## src/rtl/pcu_fetch.sv

```systemverilog
// Program-counter and fetch-request unit: issues sequential fetches over a valid/ready
// channel, pairs in-order responses with their PCs and buffers them for IF/ID.
module pcu_fetch #(
    parameter int unsigned     XLEN       = 32,
    parameter logic [XLEN-1:0] RESET_PC   = 32'h8000_0000,
    parameter int unsigned     INST_BYTES = 4,
    parameter int unsigned     DEPTH      = 2
) (
    input  logic            clk,
    input  logic            rst,
    input  logic            redirect_valid,
    input  logic [XLEN-1:0] redirect_pc,
    input  logic            stall,
    output logic            req_valid,
    input  logic            req_ready,
    output logic [XLEN-1:0] req_pc,
    input  logic            rsp_valid,
    input  logic [31:0]     rsp_inst,
    output logic            rsp_ready,
    output logic            out_valid,
    input  logic            out_ready,
    output logic [XLEN-1:0] out_pc,
    output logic [31:0]     out_inst,
    output logic            err
);

    localparam int unsigned     PW         = $clog2(DEPTH);
    localparam int unsigned     CW         = $clog2(DEPTH + 1);
    localparam logic [XLEN-1:0] ALIGN_MASK = ~XLEN'(INST_BYTES - 1);
    localparam logic [XLEN-1:0] PC_STEP    = XLEN'(INST_BYTES);
    localparam logic [CW:0]     OCC_MAX    = (CW + 1)'(DEPTH);

    logic [XLEN-1:0] r_pc;
    logic            r_pending;
    logic            r_err;

    // Outstanding-request queue: PC of each accepted fetch plus its kill flag.
    logic [XLEN-1:0] r_q_pc   [DEPTH];
    logic            r_q_kill [DEPTH];
    logic [PW-1:0]   r_q_wr;
    logic [PW-1:0]   r_q_rd;
    logic [CW-1:0]   r_inflight;

    logic [XLEN-1:0] r_f_pc   [DEPTH];
    logic [31:0]     r_f_inst [DEPTH];
    logic [PW-1:0]   r_f_wr;
    logic [PW-1:0]   r_f_rd;
    logic [CW-1:0]   r_buf_cnt;

    logic w_credit;
    logic w_accept;
    logic w_rsp;
    logic w_fpush;
    logic w_fpop;

    // Killed entries keep their slot until the response drains them.
    assign w_credit  = ({1'b0, r_inflight} + {1'b0, r_buf_cnt}) < OCC_MAX;
    assign req_valid = rst & ~redirect_valid & (r_pending | (~stall & w_credit));
    assign req_pc    = r_pc;
    assign w_accept  = req_valid & req_ready;

    assign w_rsp     = rsp_valid & (r_inflight != '0);
    assign w_fpush   = w_rsp & ~r_q_kill[r_q_rd] & ~redirect_valid;
    assign out_valid = rst & (r_buf_cnt != '0) & ~redirect_valid;
    assign w_fpop    = out_valid & out_ready;

    assign out_pc    = r_f_pc[r_f_rd];
    assign out_inst  = r_f_inst[r_f_rd];
    assign rsp_ready = 1'b1;
    assign err       = r_err;

    // NOTE: sequential state uses non-blocking assignments so every register samples
    // pre-edge values, independent of statement order inside the block.
    always_ff @(posedge clk) begin
        if (!rst) begin
            r_pc       <= RESET_PC;
            r_pending  <= 1'b0;
            r_err      <= 1'b0;
            r_q_wr     <= '0;
            r_q_rd     <= '0;
            r_inflight <= '0;
            r_f_wr     <= '0;
            r_f_rd     <= '0;
            r_buf_cnt  <= '0;
        end else begin
            // req_valid is already low during a redirect, so this also clears on redirect.
            r_pending <= req_valid & ~req_ready;

            if (redirect_valid) begin
                r_pc <= redirect_pc & ALIGN_MASK;
            end else if (w_accept) begin
                r_pc <= r_pc + PC_STEP;
            end

            if (w_accept) begin
                r_q_wr <= r_q_wr + PW'(1);
            end
            if (w_rsp) begin
                r_q_rd <= r_q_rd + PW'(1);
            end
            if (w_accept && !w_rsp) begin
                r_inflight <= r_inflight + CW'(1);
            end else if (!w_accept && w_rsp) begin
                r_inflight <= r_inflight - CW'(1);
            end

            if (rsp_valid && (r_inflight == '0)) begin
                r_err <= 1'b1;
            end

            if (redirect_valid) begin
                r_f_wr    <= '0;
                r_f_rd    <= '0;
                r_buf_cnt <= '0;
            end else begin
                if (w_fpush) begin
                    r_f_wr <= r_f_wr + PW'(1);
                end
                if (w_fpop) begin
                    r_f_rd <= r_f_rd + PW'(1);
                end
                if (w_fpush && !w_fpop) begin
                    r_buf_cnt <= r_buf_cnt + CW'(1);
                end else if (!w_fpush && w_fpop) begin
                    r_buf_cnt <= r_buf_cnt - CW'(1);
                end
            end
        end
    end

    // NOTE: storage arrays carry no reset; occupancy counters and pointers decide which
    // entries are meaningful, so stale contents are never observed.
    always_ff @(posedge clk) begin
        if (w_accept) begin
            r_q_pc[r_q_wr]   <= r_pc;
            r_q_kill[r_q_wr] <= 1'b0;
        end
        if (redirect_valid) begin
            for (int i = 0; i < int'(DEPTH); i++) begin
                r_q_kill[i] <= 1'b1;
            end
        end
        if (w_fpush) begin
            r_f_pc[r_f_wr]   <= r_q_pc[r_q_rd];
            r_f_inst[r_f_wr] <= rsp_inst;
        end
    end

endmodule
```

## config.mk

```make
export PLATFORM = sky130hd
export DESIGN_NAME = pcu_fetch
export DESIGN_NICKNAME = d
export VERILOG_FILES = /design/src/rtl/pcu_fetch.sv
export SDC_FILE = /design/constraint.sdc
export NUM_CORES = 1
export LEC_CHECK = 0
export ABC_AREA = 1
export CAP_MARGIN = 25
export CORE_ASPECT_RATIO = 2
export CORE_MARGIN = 2
export CORE_UTILIZATION = 54
export CTS_BUF_LIST = sky130_fd_sc_hd__clkbuf_2 sky130_fd_sc_hd__clkbuf_4 sky130_fd_sc_hd__clkbuf_8
export DETAILED_ROUTE_END_ITERATION = 10
export PLACE_DENSITY = 0.87
export SETUP_SLACK_MARGIN = 0.4
export SYNTH_ARGS = -nofsm -noshare
export SYNTH_HDL_FRONTEND = slang
export SYNTH_SLANG_ARGS = --single-unit
```

## constraint.sdc

```tcl
create_clock -name clk -period 4.65 [get_ports clk]
set_input_delay 0.6975 -clock clk [delete_from_list [all_inputs] [get_ports clk]]
set_output_delay 0.6975 -clock clk [all_outputs]
set_load 0.02 [all_outputs]
```

### Word level (Yosys, flattened, before mapping)

Memories as Yosys holds them, arrays and structs flattened. A register that Yosys moved wholly into a read port is not among the register bits.
Cells that the tools add are included.

| operators by class | value |
|---|---|
| add/subtract/negate cells | 10 |
| $mul | 0 |
| divide/modulo/power cells | 0 |
| $lt $le $gt $ge | 1 |
| equal/unequal tests | 0 |
| shifts and indexed selects | 0 |
| mux-type cells | 23 |
| bitwise gates (word level) | 17 |
| reduce and logical (&&, ||, !) cells | 17 |

Operators by type and width:

| kind | number |
|---|---|
| 32-bit two-way mux | 2 |
| 32-bit by 3-bit adder with 32-bit output, second input constant | 1 |
| 1-bit two-way mux | 17 |
| 1-bit bitwise AND | 11 |
| 2-bit nonzero test | 5 |
| 2-bit two-way mux | 4 |
| 1-bit logical AND | 5 |
| 1-bit inverter | 5 |
| 1-bit adder, second input constant | 4 |
| 2-bit by 1-bit adder with 2-bit output, second input constant | 2 |
| 1-bit zero test | 4 |
| 2-bit by 1-bit subtractor with 2-bit output, second input constant | 2 |
| 2-bit by 2-bit adder with 3-bit output | 1 |
| 3-bit by 2-bit less-than comparator with 1-bit output, second input constant | 1 |
| 2-bit zero test | 1 |
| 2-bit OR reduction | 1 |
| 1-bit bitwise OR | 1 |
| 1-bit OR reduction | 1 |

| storage, ports and cells | value |
|---|---|
| bits in registers | 42 |
| latch bits | 0 |
| RAM bits | 194 |
| bits in read-only memories | 0 |
| input port bits | 71 |
| output and inout port bits | 100 |
| word-level logic and storage cells | 82 |
| memories kept | 4 |

Memories:

| memory | words | bits a word | read ports | clocked after Yosys merged registers in | write ports | line | source |
|---|---|---|---|---|---|---|---|
| r_f_inst | 2 | 32 | 1 | 1 | 1 | 45 | `logic [31:0] r_f_inst [DEPTH];` |
| r_f_pc | 2 | 32 | 1 | 1 | 1 | 44 | `logic [XLEN-1:0] r_f_pc [DEPTH];` |
| r_q_pc | 2 | 32 | 1 | 1 | 1 | 38 | `logic [XLEN-1:0] r_q_pc [DEPTH];` |
| r_q_kill | 2 | 1 | 1 | 1 | 2 | 39 | `logic r_q_kill [DEPTH];` |

### Logic depth before layout (Yosys ltp)

Gate-level depths: netlist (run 1).

| logic depth | value |
|---|---|
| word-level depth | 10 |
| mapped depth | 14 |
| mapped depth without buffers | 13 |

### Worst setup path after synthesis (run 1)

OpenSTA, ideal clock, no wires.

| timing path | value |
|---|---|
| path kind | input to register |
| start point | input port rsp_valid |
| end point | memory r_f_inst[1][0], enable pin |
| setup time | 0.483 ns |
| arrival | 3.662 ns |
| setup slack | 0.505 ns |
| stages | 4 |
| buffers on the path | 0 |
| path through | o21ai_0 > nor2_1 > nand2_1 > nor2_1 |

| on the way | value |
|---|---|
| cells in the longest elaborated chain, start to end | 5 |

Ends and longest elaborated chain:

| element | line | source |
|---|---|---|
| start, declared | 17 | `input logic rsp_valid,` |
| 1-bit bitwise AND | 62 | `assign w_rsp = rsp_valid & (r_inflight != '0);` |
| 1-bit bitwise AND (2 in a row) | 63 | `assign w_fpush = w_rsp & ~r_q_kill[r_q_rd] & ~redirect_valid;` |
| 1-bit two-way mux | 143 | `if (w_fpush) begin` |
| 1-bit two-way mux (not written as such) | 145 | `r_f_inst[r_f_wr] <= rsp_inst;` |
| end, declared | 45 |  |

Every way passes these cells.

### Worst setup path after layout (run 1)

| timing path | value |
|---|---|
| start point | input port rst |
| end point | output port out_valid |

| on the way | value |
|---|---|
| cells in the longest elaborated chain, start to end | 2 |

Ends and longest elaborated chain:

| element | line | source |
|---|---|---|
| start, declared | 10 | `input logic rst,` |
| 1-bit bitwise AND (2 in a row) | 64 | `assign out_valid = rst & (r_buf_cnt != '0) & ~redirect_valid;` |
| end, declared | 20 | `output logic out_valid,` |

Every way passes these cells.

==> run_results.csv, run 1 <==
group,metric,value,unit
timing,setup_viol,0,
detailed_routing,vias_per_cell,5.318,
final_layout,fill_cells,1220,
hold_path,min_path_type,"flip-flop to flip-flop",
floorplan,start_util,55.06,%
synth,ys_seq_area_share,67.37,%
setup_path,reg2reg_depth,9,
hold_path,min_to,"r_q_kill[1]$_DFF_P_",
floorplan,dieArea,18750,sq um
cts,cts_resized,0,
cts,cts_inserted_buffers,29,
setup_path,r2r_end,"r_q_pc[0][30]$_DFFE_PP_",
cts,clk_latency,0.54,ns
timing,hold_viol,0,
cts,cts.clk_slew.worst_paths,0.06,ns
synth,yosys.area.top_type,"edfxtp_1",
detailed_routing,drtIter0Drc,242,
cts,cts_buffer_depth,3,
setup_path,critPathMaxStageDelay,0.73,ns
timing,finClkSkew,0.01736,ns
setup_path,cp.required,3.95,ns
synth,synth_area,9509,sq um
setup_path,rr_startpoint,"r_inflight[0]$_SDFFE_PN0P_",
pwr,p_sw_share,21.99,%
pwr,p_per_area,344.6,nW/um^2
setup_path,slowest_stage,"clkdlybuf4s50_1",
pwr,vdd_drop_max,242.9,uV
grt,grt_pass1_vias,6373,
grt,gr-usage-all-layers,21.19,%
floorplan,ios,171,
setup_path,worstPathArrival,2.87,ns
timing,slew_violations,0,
floorplan,die_h,191.7,um
final_layout,layout_commonest_cell,"edfxtp_1",
synth,ys_seq_elements,228,
setup_path,r2r_slack,1.88,ns
final_layout,stdcell_count,1181,
grt,antenna_found_initial,0,
timing,finalWorstPathRequiredPeriod,3.572,ns
hold_path,min_path_cells,2,
synth,synth_edf_count,184,
run_status,outcome,"finished, final reports clean",
detailed_routing,routed_wl,20340,um
detailed_routing,vias,6281,
detailed_routing,first_pass_iters,5,
pwr,pwr-share-clk,36.1,%
synth,synth.area.top_cells,"edfxtp_1 (58%), mux2_2 (11%), dfxtp_1 (9.3%)",
detailed_routing,ant_nets,0,
timing,tightest_slew,0.9269,ns
placement,hpwl,14320,um
synth,yosysTopAreaCellShare,58.11,%
cts,root_buffer,"clkbuf_8",
final_layout,layout_common_cells,"edfxtp_1 (184), clkdlybuf4s50_1 (163), nand2_1 (162), mux2_2 (92), inv_1 (57)",
final_layout,drive_above_1_share,18.33,%
setup_path,path_class,"input pin to output port",
setup_path,crit_family,"buffers and inverters",
placement,place.gp.congestion,0.9197,
floorplan,core_area,17270,sq um
final_layout,area_growth_syn_to_layout,26.16,%
placement,io_buffers,163,
job,maxCapViolCount,0,
pwr,switching_power,909.1,uW
timing,rsz0062_at_grt,"no",
grt,grt_pass1_wl,31570,um
pwr,seq_power_share,55.6,%
grt,grt_max_degree,41,
timing,min_period_over_period,76.83,%
cts,post-cts-setup-buffers,0,
detailed_routing,remaining_drc_errors,0,
timing,setup_tns,0,ns
timing,fmax,0.2799,GHz
synth,synth_flop_cell,"edfxtp_1",
synth,avgSynthCellArea,12.35,sq um
synth,synth_cells,770,
setup_path,worstPathCellList,"clkdlybuf4s50_1 -> inv_2 -> nor2_4 -> inv_1 -> nor2_1 -> clkdlybuf4s50_1",
timing,max-slew-margin-rel,38.01,%
pwr,intPower,3.225,mW
cts,cts_tree,"yes",
floorplan,die_w,97.84,um
synth,yosysWarnings,0,
pwr,p_comb_share,8.2,%
setup_path,path_common_cell,"clkdlybuf4s50_1",
detailed_routing,wire_per_inst,17.23,um
setup_path,path_max_fanout,27,
setup_path,crit_buf_inv,4,
synth,async_flop_share,0,%
cts,holdBufCountCts,0,
final_layout,fin_nets,1023,
setup_path,startpoint_type,"input pin",
grt,grt-ovfl-total,0,
hold_path,worst_hold_startpoint,"r_q_kill[1]$_DFF_P_",
cts,htreeDepth,1,
synth,yosysUniqueCellTypes,34,
pwr,p_leak,4.185,nW
cts,clock-sinks,228,
final_layout,antenna_cells,0,
placement,placed_cells,1127,
floorplan,rows,68,
setup_path,endpoint_kind,"output port",
[synth_stat cells (all sizes together), types with 2 or more instances]
library cell,n
a21oi,31
nand3,42
a31oi,2
clkbuf,8
mux2,92
dfxtp,44
conb,2
o21ai,23
o21bai,3
nand2,166
nand3b,2
buf,19
xor2,4
edfxtp,184
nor2,66
nor3,3
nand4,2
ha,3
inv,62
o21a,2
xnor2,4
[stage by stage]
stage                     area, sq um  hold slack [ns]  utilization, %  total power [mW]  setup WS, ns
after floorplan                  9520           0.4364               -             2.524        0.5048
after global placement          11380           0.4473           65.89             2.670         1.017
after detailed placement        11380           0.4645           65.89             2.683        0.9122
after CTS                       12000           0.4872           69.46             4.170         1.078
after global routing            12000           0.5122           69.46             4.283         1.004
final                           12000           0.4836           69.46             4.134         1.078
[state kept, by name, summed over array words and instances, names as in the netlist, named ones only]
register / cells
err: 1
r_buf_cnt: 2
r_f_inst: 64
r_f_pc: 60
r_f_rd: 1
r_f_wr: 1
r_inflight: 2
r_pending: 1
r_q_kill: 2
r_q_pc: 60
r_q_rd: 1
r_q_wr: 1
req_pc: 30
[final cells by class]
| type | count | area (sq um) | area share, % |
|---|---|---|---|
| repair buffers | 171 | 1717 | 14.31 |
| clock inverters | 10 | 72.57 | 0.6049 |
| clock buffers | 44 | 543.0 | 4.526 |
| multi-input cells | 455 | 2758 | 22.99 |
| well taps | 210 | 262.8 | 2.190 |
| inverters | 63 | 236.5 | 1.971 |
| flip-flops and latches | 228 | 6407 | 53.41 |
[routing by layer]
layer	vias up	global-route usage, %	wire (um)
met4	0	10.31	874
met5	-	0	0
met3	54	2.875	958
met2	219	40.57	11400
met1	2995	22.38	7110
li1	3013	-	-
[tightest hold or removal path, delay by kind of cell, from the launching register on]
| family | cells | cell delay [ns] |
|---|---|---|
| AO/OA/AOI/OAI | 1 | 0.07 |
| flip-flops | 1 | 0.31 |
| AND/OR/NAND/NOR | 1 | 0.05 |
[cell families (layout without fill, tap and decap cells)]
group | count (synthesis) | count (layout) | share of synthesized area (%)
AO/OA/AOI/OAI | 63 | 63 | 3.526
XOR/XNOR | 8 | 8 | 0.7368
adder cells (fa/ha/maj) | 4 | 4 | 0.6053
buffers and inverters | 90 | 288 | 3.961
flip-flops | 228 | 228 | 67.37
multiplexers | 93 | 93 | 11.00
other | 2 | 5 | 0.07898
AND/OR/NAND/NOR | 282 | 282 | 12.72
[power groups by stage]
stage / Clock (mW) / Sequential [mW] / Combinational [mW]
3_5_place_dp: 0 / 2.34 / 0.340
4_1_cts: 1.53 / 2.30 / 0.342
6_report: 1.49 / 2.30 / 0.340
5_1_grt: 1.61 / 2.30 / 0.370
2_1_floorplan: 0 / 2.35 / 0.173
3_3_place_gp: 0 / 2.34 / 0.328
[worst max path at each step]
stage | start | to | slack (ns) | depth (start not counted)
after floorplan | rsp_valid | r_f_inst[1][0]$_DFFE_PP_ | 0.50 | 4
after CTS | flip-flop | out_pc[31] | 1.08 | 3
final | rst | out_valid | 1.08 | 6
after global routing | rst | out_valid | 1.00 | 6
after global placement | redirect_valid | r_f_inst[1][24]$_DFFE_PP_ | 1.02 | 5
after detailed placement | redirect_valid | r_f_pc[0][6]$_DFFE_PP_ | 0.91 | 5
Note: power is estimated with default switching activity, not from simulation.
==> inputs of run 2 (changes only) <==
- clock period: 4.65 -> 3.7 ns (I/O delays scaled with it)
==> run 2 against run 1 <==
  * Die area unchanged
  * Sequential cell count unchanged
  * Critical path depth up 1
  * Total power up 29%
==> run_results.csv, run 2 (synthesis results as in run 1) <==
group,metric,value,unit
timing,hold_viol,0,
timing,tightest_slew,0.5487,ns
hold_path,min_path_cells,2,
floorplan,rows,68,
grt,grt-ovfl-total,0,
timing,min_period_over_period,82.71,%
setup_path,reg2reg_depth,13,
setup_path,path_class,"input pin to output port",
timing,max-slew-margin-rel,63.37,%
timing,slew_violations,0,
detailed_routing,vias,6253,
grt,grt_max_degree,64,
placement,io_buffers,163,
grt,gr-usage-all-layers,20.46,%
setup_path,r2r_slack,1.05,ns
floorplan,ios,171,
timing,whs,0.4789,ns
pwr,finalPower,5.346,mW
detailed_routing,first_pass_iters,4,
pwr,p_per_area,442.9,nW/um^2
placement,hpwl,13760,um
setup_path,endpoint_kind,"output port",
final_layout,fin_nets,1025,
final_layout,stdcell_count,1182,
grt,antenna_found_initial,0,
setup_path,r2r_end,"req_pc[9]$_SDFFE_PN0P_",
setup_path,path_common_cell,"clkdlybuf4s50_1",
job,maxCapViolCount,0,
setup_path,path_max_fanout,27,
detailed_routing,ant_nets,0,
setup_path,critPathMaxStageDelay,0.63,ns
cts,cts.clk_slew.worst_paths,0.07,ns
floorplan,die_w,97.84,um
detailed_routing,vias_per_cell,5.290,
timing,setup_tns,0,ns
setup_path,crit_buf_inv,5,
setup_path,slowest_stage,"clkdlybuf4s50_1",
floorplan,dieArea,18750,sq um
timing,finalWorstPathRequiredPeriod,3.060,ns
floorplan,die_h,191.7,um
floorplan,core_area,17270,sq um
final_layout,layout_common_cells,"edfxtp_1 (184), clkdlybuf4s50_1 (163), nand2_1 (162), mux2_2 (92), inv_1 (57)",
final_layout,antenna_cells,0,
hold_path,min_path_type,"flip-flop to flip-flop",
setup_path,startpoint_type,"input pin",
detailed_routing,remaining_drc_errors,0,
hold_path,min_to,"r_q_kill[0]$_DFF_P_",
pwr,vdd_drop_max,272.4,uV
detailed_routing,wire_per_inst,16.51,um
grt,grt_pass1_wl,30650,um
cts,root_buffer,"clkbuf_8",
cts,cts_inserted_buffers,29,
placement,place.gp.congestion,0.9471,
pwr,p_leak,4.210,nW
detailed_routing,drtIter0Drc,192,
final_layout,top_register,"r_f_inst",
final_layout,finalInstanceArea,12070,sq um
timing,setup_ws,0.6397,ns
placement,placed_cell_area,11400,sq um
final_layout,layout_commonest_cell,"edfxtp_1",
timing,fmax,0.3268,GHz
placement,placed_cells,1129,
hold_path,worst_hold_startpoint,"r_q_kill[0]$_DFF_P_",
placement,post-place-ws,0.4986,ns
cts,cts_tree,"yes",
final_layout,final_util,69.89,%
detailed_routing,routed_wl,19510,um
timing,rsz0062_at_grt,"no",
cts,htreeDepth,1,
timing,finClkSkew,0.02485,ns
setup_path,crit_family,"buffers and inverters",
setup_path,cp.required,3.14,ns
timing,setup_viol,0,
cts,clk_latency,0.55,ns
floorplan,start_util,55.06,%
setup_path,rr_startpoint,"r_buf_cnt[0]$_SDFFE_PP0P_",
cts,holdBufCountCts,0,
cts,cts_buffer_depth,3,
cts,clock-sinks,228,
run_status,outcome,"finished, final reports clean",
final_layout,largest_reg_flops,64,
final_layout,area_growth_syn_to_layout,26.93,%
setup_path,worstPathCellList,"clkdlybuf4s50_1 -> buf_4 -> inv_2 -> nor2_4 -> inv_1 -> nor2_1 -> clkdlybuf4s50_1",
final_layout,drive_above_1_share,18.52,%
setup_path,worstPathArrival,2.51,ns
final_layout,largestRegisters,"r_f_inst (64), r_f_pc (60), r_q_pc (60)",
grt,grt_pass1_vias,6211,
## run 2: cell count changes in the layout (fill, tap and decap cells not counted), moves of 2 or more
cell | before | now
buf_4 | 6 | 8
bufinv_16 | 1 | 4
clkbuf_4 | 10 | 4
clkinvlp_4 | 1 | 3
## run 2: timing repair
| action | CTS | global route |
|---|---|---|
| gates resized for setup | 0 | 1 |
| setup buffers | 0 | 0 |
| setup endpoints to repair | 0 | 1 |
| hold endpoints to repair | 0 | 0 |
## run 2: worst min-delay path: stages, from the launching register on
cell     delay, ns
dfxtp_1       0.30
inv_1         0.05
o21ai_0       0.08
## run 2: report_power, final
| part | internal, mW | switching (mW) | leakage (nW) |
|---|---|---|---|
| combinational | 0.212 | 0.214 | 1.83 |
| sequential | 2.83 | 0.0571 | 2.04 |
| clock | 1.15 | 0.883 | 0.341 |
| total | 4.19 | 1.15 | 4.21 |
## run 2: how the worst max path moves through the flow
stage                              start  depth (start not counted)                 endpoint
6_report                             rst                          7                out_valid
5_1_grt                              rst                          7                out_valid
4_1_cts                        flip-flop                          3             out_inst[14]
3_5_place_dp                         rst                         11   req_pc[9]$_SDFFE_PN0P_
3_3_place_gp                         rst                         11   req_pc[9]$_SDFFE_PN0P_
2_1_floorplan  r_buf_cnt[0]$_SDFFE_PP0P_                          9  r_q_pc[0][10]$_DFFE_PP_
## run 2: layout make-up
| class | count | area, sq um |
|---|---|---|
| Timing Repair Buffer | 173 | 1732 |
| Sequential cell | 228 | 6410 |
| Clock buffer | 37 | 484.2 |
| Clock inverter | 16 | 187.7 |
| Inverter | 63 | 236.5 |
| Multi-Input combinational cell | 455 | 2758 |
| Fill cell | 1227 | 5201 |
| Tap cell | 210 | 262.8 |
## run 2: metal layers
layer	wire length, um	up-vias	GRT usage (%)
li1	-	3020	-
met1	6752	2990	20.90
met2	11010	188	39.91
met3	962	55	2.875
met4	786	0	9.829
met5	0	-	0
==> inputs of run 3 (changes only) <==
- clock period: 3.7 -> 3 ns (I/O delays scaled with it)
==> run 3 against run 2 <==
  * Register-to-register slack got worse by 0.37 ns
  * Sequential share of layout area is 0.49 points lower
  * Clock-buffer cell count is 3 lower
  * Critical endpoint is now out_pc[2]
  * Sequential cell count did not move
  * Global-route usage up 0.87 points
  * Sequential power increased by 24%
  * Clock power grew 18%
  * Final cell count up 0.42%
  * Non-clock buffer count increased by 4
==> run_results.csv, run 3 (synthesis results as in run 1) <==
group,metric,value,unit
detailed_routing,routed_wl,20440,um
final_layout,top_register,"r_f_inst",
timing,setup_ws,0.4924,ns
final_layout,area_growth_syn_to_layout,28.11,%
grt,met1_usage,21.62,%
pwr,intPower,5.036,mW
setup_path,worstPathArrival,2.06,ns
detailed_routing,ant_nets,0,
final_layout,layout_common_cells,"edfxtp_1 (184), nand2_1 (161), clkdlybuf4s50_1 (115), mux2_2 (92), inv_1 (57)",
setup_path,path_class,"flip-flop to output port",
cts,holdBufCountCts,0,
grt,grt_use_met3,2.766,%
floorplan,die_w,97.84,um
final_layout,antenna_cells,0,
pwr,switching_power,1.461,mW
cts,htreeDepth,1,
pwr,finalPower,6.497,mW
pwr,p_leak,4.551,nW
floorplan,die_h,191.7,um
final_layout,largestRegisters,"r_f_inst (64), r_f_pc (60), r_q_pc (60)",
setup_path,slowest_stage,"clkdlybuf4s50_1",
grt,grt_pass1_vias,6470,
timing,finalWorstPathRequiredPeriod,2.508,ns
timing,min_period_over_period,83.59,%
setup_path,path_max_fanout,16,
floorplan,rows,68,
timing,rsz0062_at_grt,"no",
setup_path,endpoint_kind,"output port",
placement,hpwl,13590,um
pwr,p_per_area,533.4,nW/um^2
floorplan,core_area,17270,sq um
pwr,vdd_drop_max,430.2,uV
placement,post-place-ws,0.4397,ns
detailed_routing,first_pass_iters,5,
grt,top_usage_layer,"met2",
timing,setup_viol,0,
setup_path,critPathMaxStageDelay,0.56,ns
final_layout,drive_above_1_share,18.73,%
placement,placed_cell_area,11420,sq um
cts,cts_tree,"yes",
cts,post-cts-setup-buffers,0,
cts,cts_buffer_depth,3,
grt,gr-usage-all-layers,21.32,%
detailed_routing,wire_per_inst,17.22,um
timing,finClkSkew,0.02115,ns
grt,met2_usage,41.49,%
grt,antenna_found_initial,0,
grt,grt-ovfl-total,0,
final_layout,layout_commonest_cell,"edfxtp_1",
final_layout,fin_nets,1029,
pwr,p_comb_share,8.1,%
run_status,outcome,"finished, final reports clean",
hold_path,min_path_type,"input pin to flip-flop",
setup_path,worstPathCellList,"buf_16 -> mux2_2 -> clkdlybuf4s50_1",
final_layout,largest_reg_flops,64,
timing,hold_viol,0,
final_layout,fill_cells,1192,
cts,root_buffer,"clkbuf_8",
final_layout,finalInstanceArea,12180,sq um
setup_path,startpoint_type,"flip-flop",
detailed_routing,vias,6296,
cts,clk_latency,0.56,ns
timing,fmax,0.3988,GHz
setup_path,cp.required,2.55,ns
pwr,p_sw_share,22.49,%
pwr,pwr-share-clk,37.0,%
pwr,seq_power_share,54.9,%
detailed_routing,drtIter0Drc,243,
timing,slew_violations,0,
detailed_routing,remaining_drc_errors,0,
grt,grt_pass1_wl,31660,um
cts,cts.clk_slew.worst_paths,0.08,ns
floorplan,ios,171,
timing,setup_tns,0,ns
floorplan,dieArea,18750,sq um
placement,io_buffers,163,
cts,cts_inserted_buffers,29,
detailed_routing,vias_per_cell,5.304,
grt,grt_max_degree,63,
placement,place.gp.congestion,0.9109,
floorplan,start_util,55.06,%
cts,clock-sinks,228,
job,maxCapViolCount,0,
==> run 3: changes by cell type in the layout (fill, tap and decap cells not counted), sizes merged <==
cell	previous run	this run
buf	10	13
bufbuf	0	1
bufinv	4	3
clkbuf	37	35
clkdlybuf4s50	163	115
clkinv	9	14
dlygate4sd2	0	15
dlymetal6s2s	0	32
==> run 3: metrics by stage <==
stage / instances / hold WS [ns] / util [%]
floorplan: 773 / 0.4364 / -
global placement: 1131 / 0.4492 / 66.14
detailed placement: 1131 / 0.4650 / 66.14
CTS: 1187 / 0.4369 / 70.07
global route: 1187 / 0.4554 / 70.53
finish: 1187 / 0.4757 / 70.53
==> run 3: worst paths after layout <==
| check | from | end | slack, ns | cells after the start |
|---|---|---|---|---|
| worst max-delay path | flip-flop | out_pc[2] | 0.49 | 3 |
| worst min-delay path | rsp_inst[30] | r_f_inst[1][30]$_DFFE_PP_ | 0.48 | 1 |
| worst max register to register | r_buf_cnt[0]$_SDFFE_PP0P_ | req_pc[9]$_SDFFE_PN0P_ | 0.68 | 14 |
| worst min register to register | r_q_kill[0]$_DFF_P_ | r_q_kill[0]$_DFF_P_ | 0.48 | 2 |
==> run 3: routing by layer <==
layer	share of wire, %	vias up	wire (um)
li1	-	3033	-
met1	34	3008	6979
met2	57	196	11620
met3	4.5	59	922
met4	4.5	0	914
met5	0	-	0
==> run 3: area by class of cell <==
class                   count  area [sq um]  area share [%]
clock buffers              34         455.4           3.739
multi-input cells         455          2760           22.66
clock inverters            20         181.4           1.489
well taps                 210         262.8           2.157
inverters                  63         236.5           1.941
repair buffers            177          1876           15.40
flip-flops and latches    228          6410           52.62
==> run 3: worst max-delay path: cells and delay by family (launching register included) <==
kind                   cells  cell delay (ns)
buffers and inverters      2             0.74
multiplexers               1             0.34
flip-flops                 1             0.42
==> run 3: power by group through the flow <==
stage                     clock network (mW)  registers [mW]  logic, mW
after floorplan                            0            3.64      0.269
after global placement                     0            3.63      0.510
after detailed placement                   0            3.63      0.528
after CTS                               2.46            3.56      0.531
after global routing                    2.58            3.57      0.575
final                                   2.40            3.57      0.528
==> run 3: what timing repair did <==
item                                    in CTS  in global routing
cloned                                       2                  0
endpoints found under the setup margin      63                 39
gates resized for setup                     18                 35
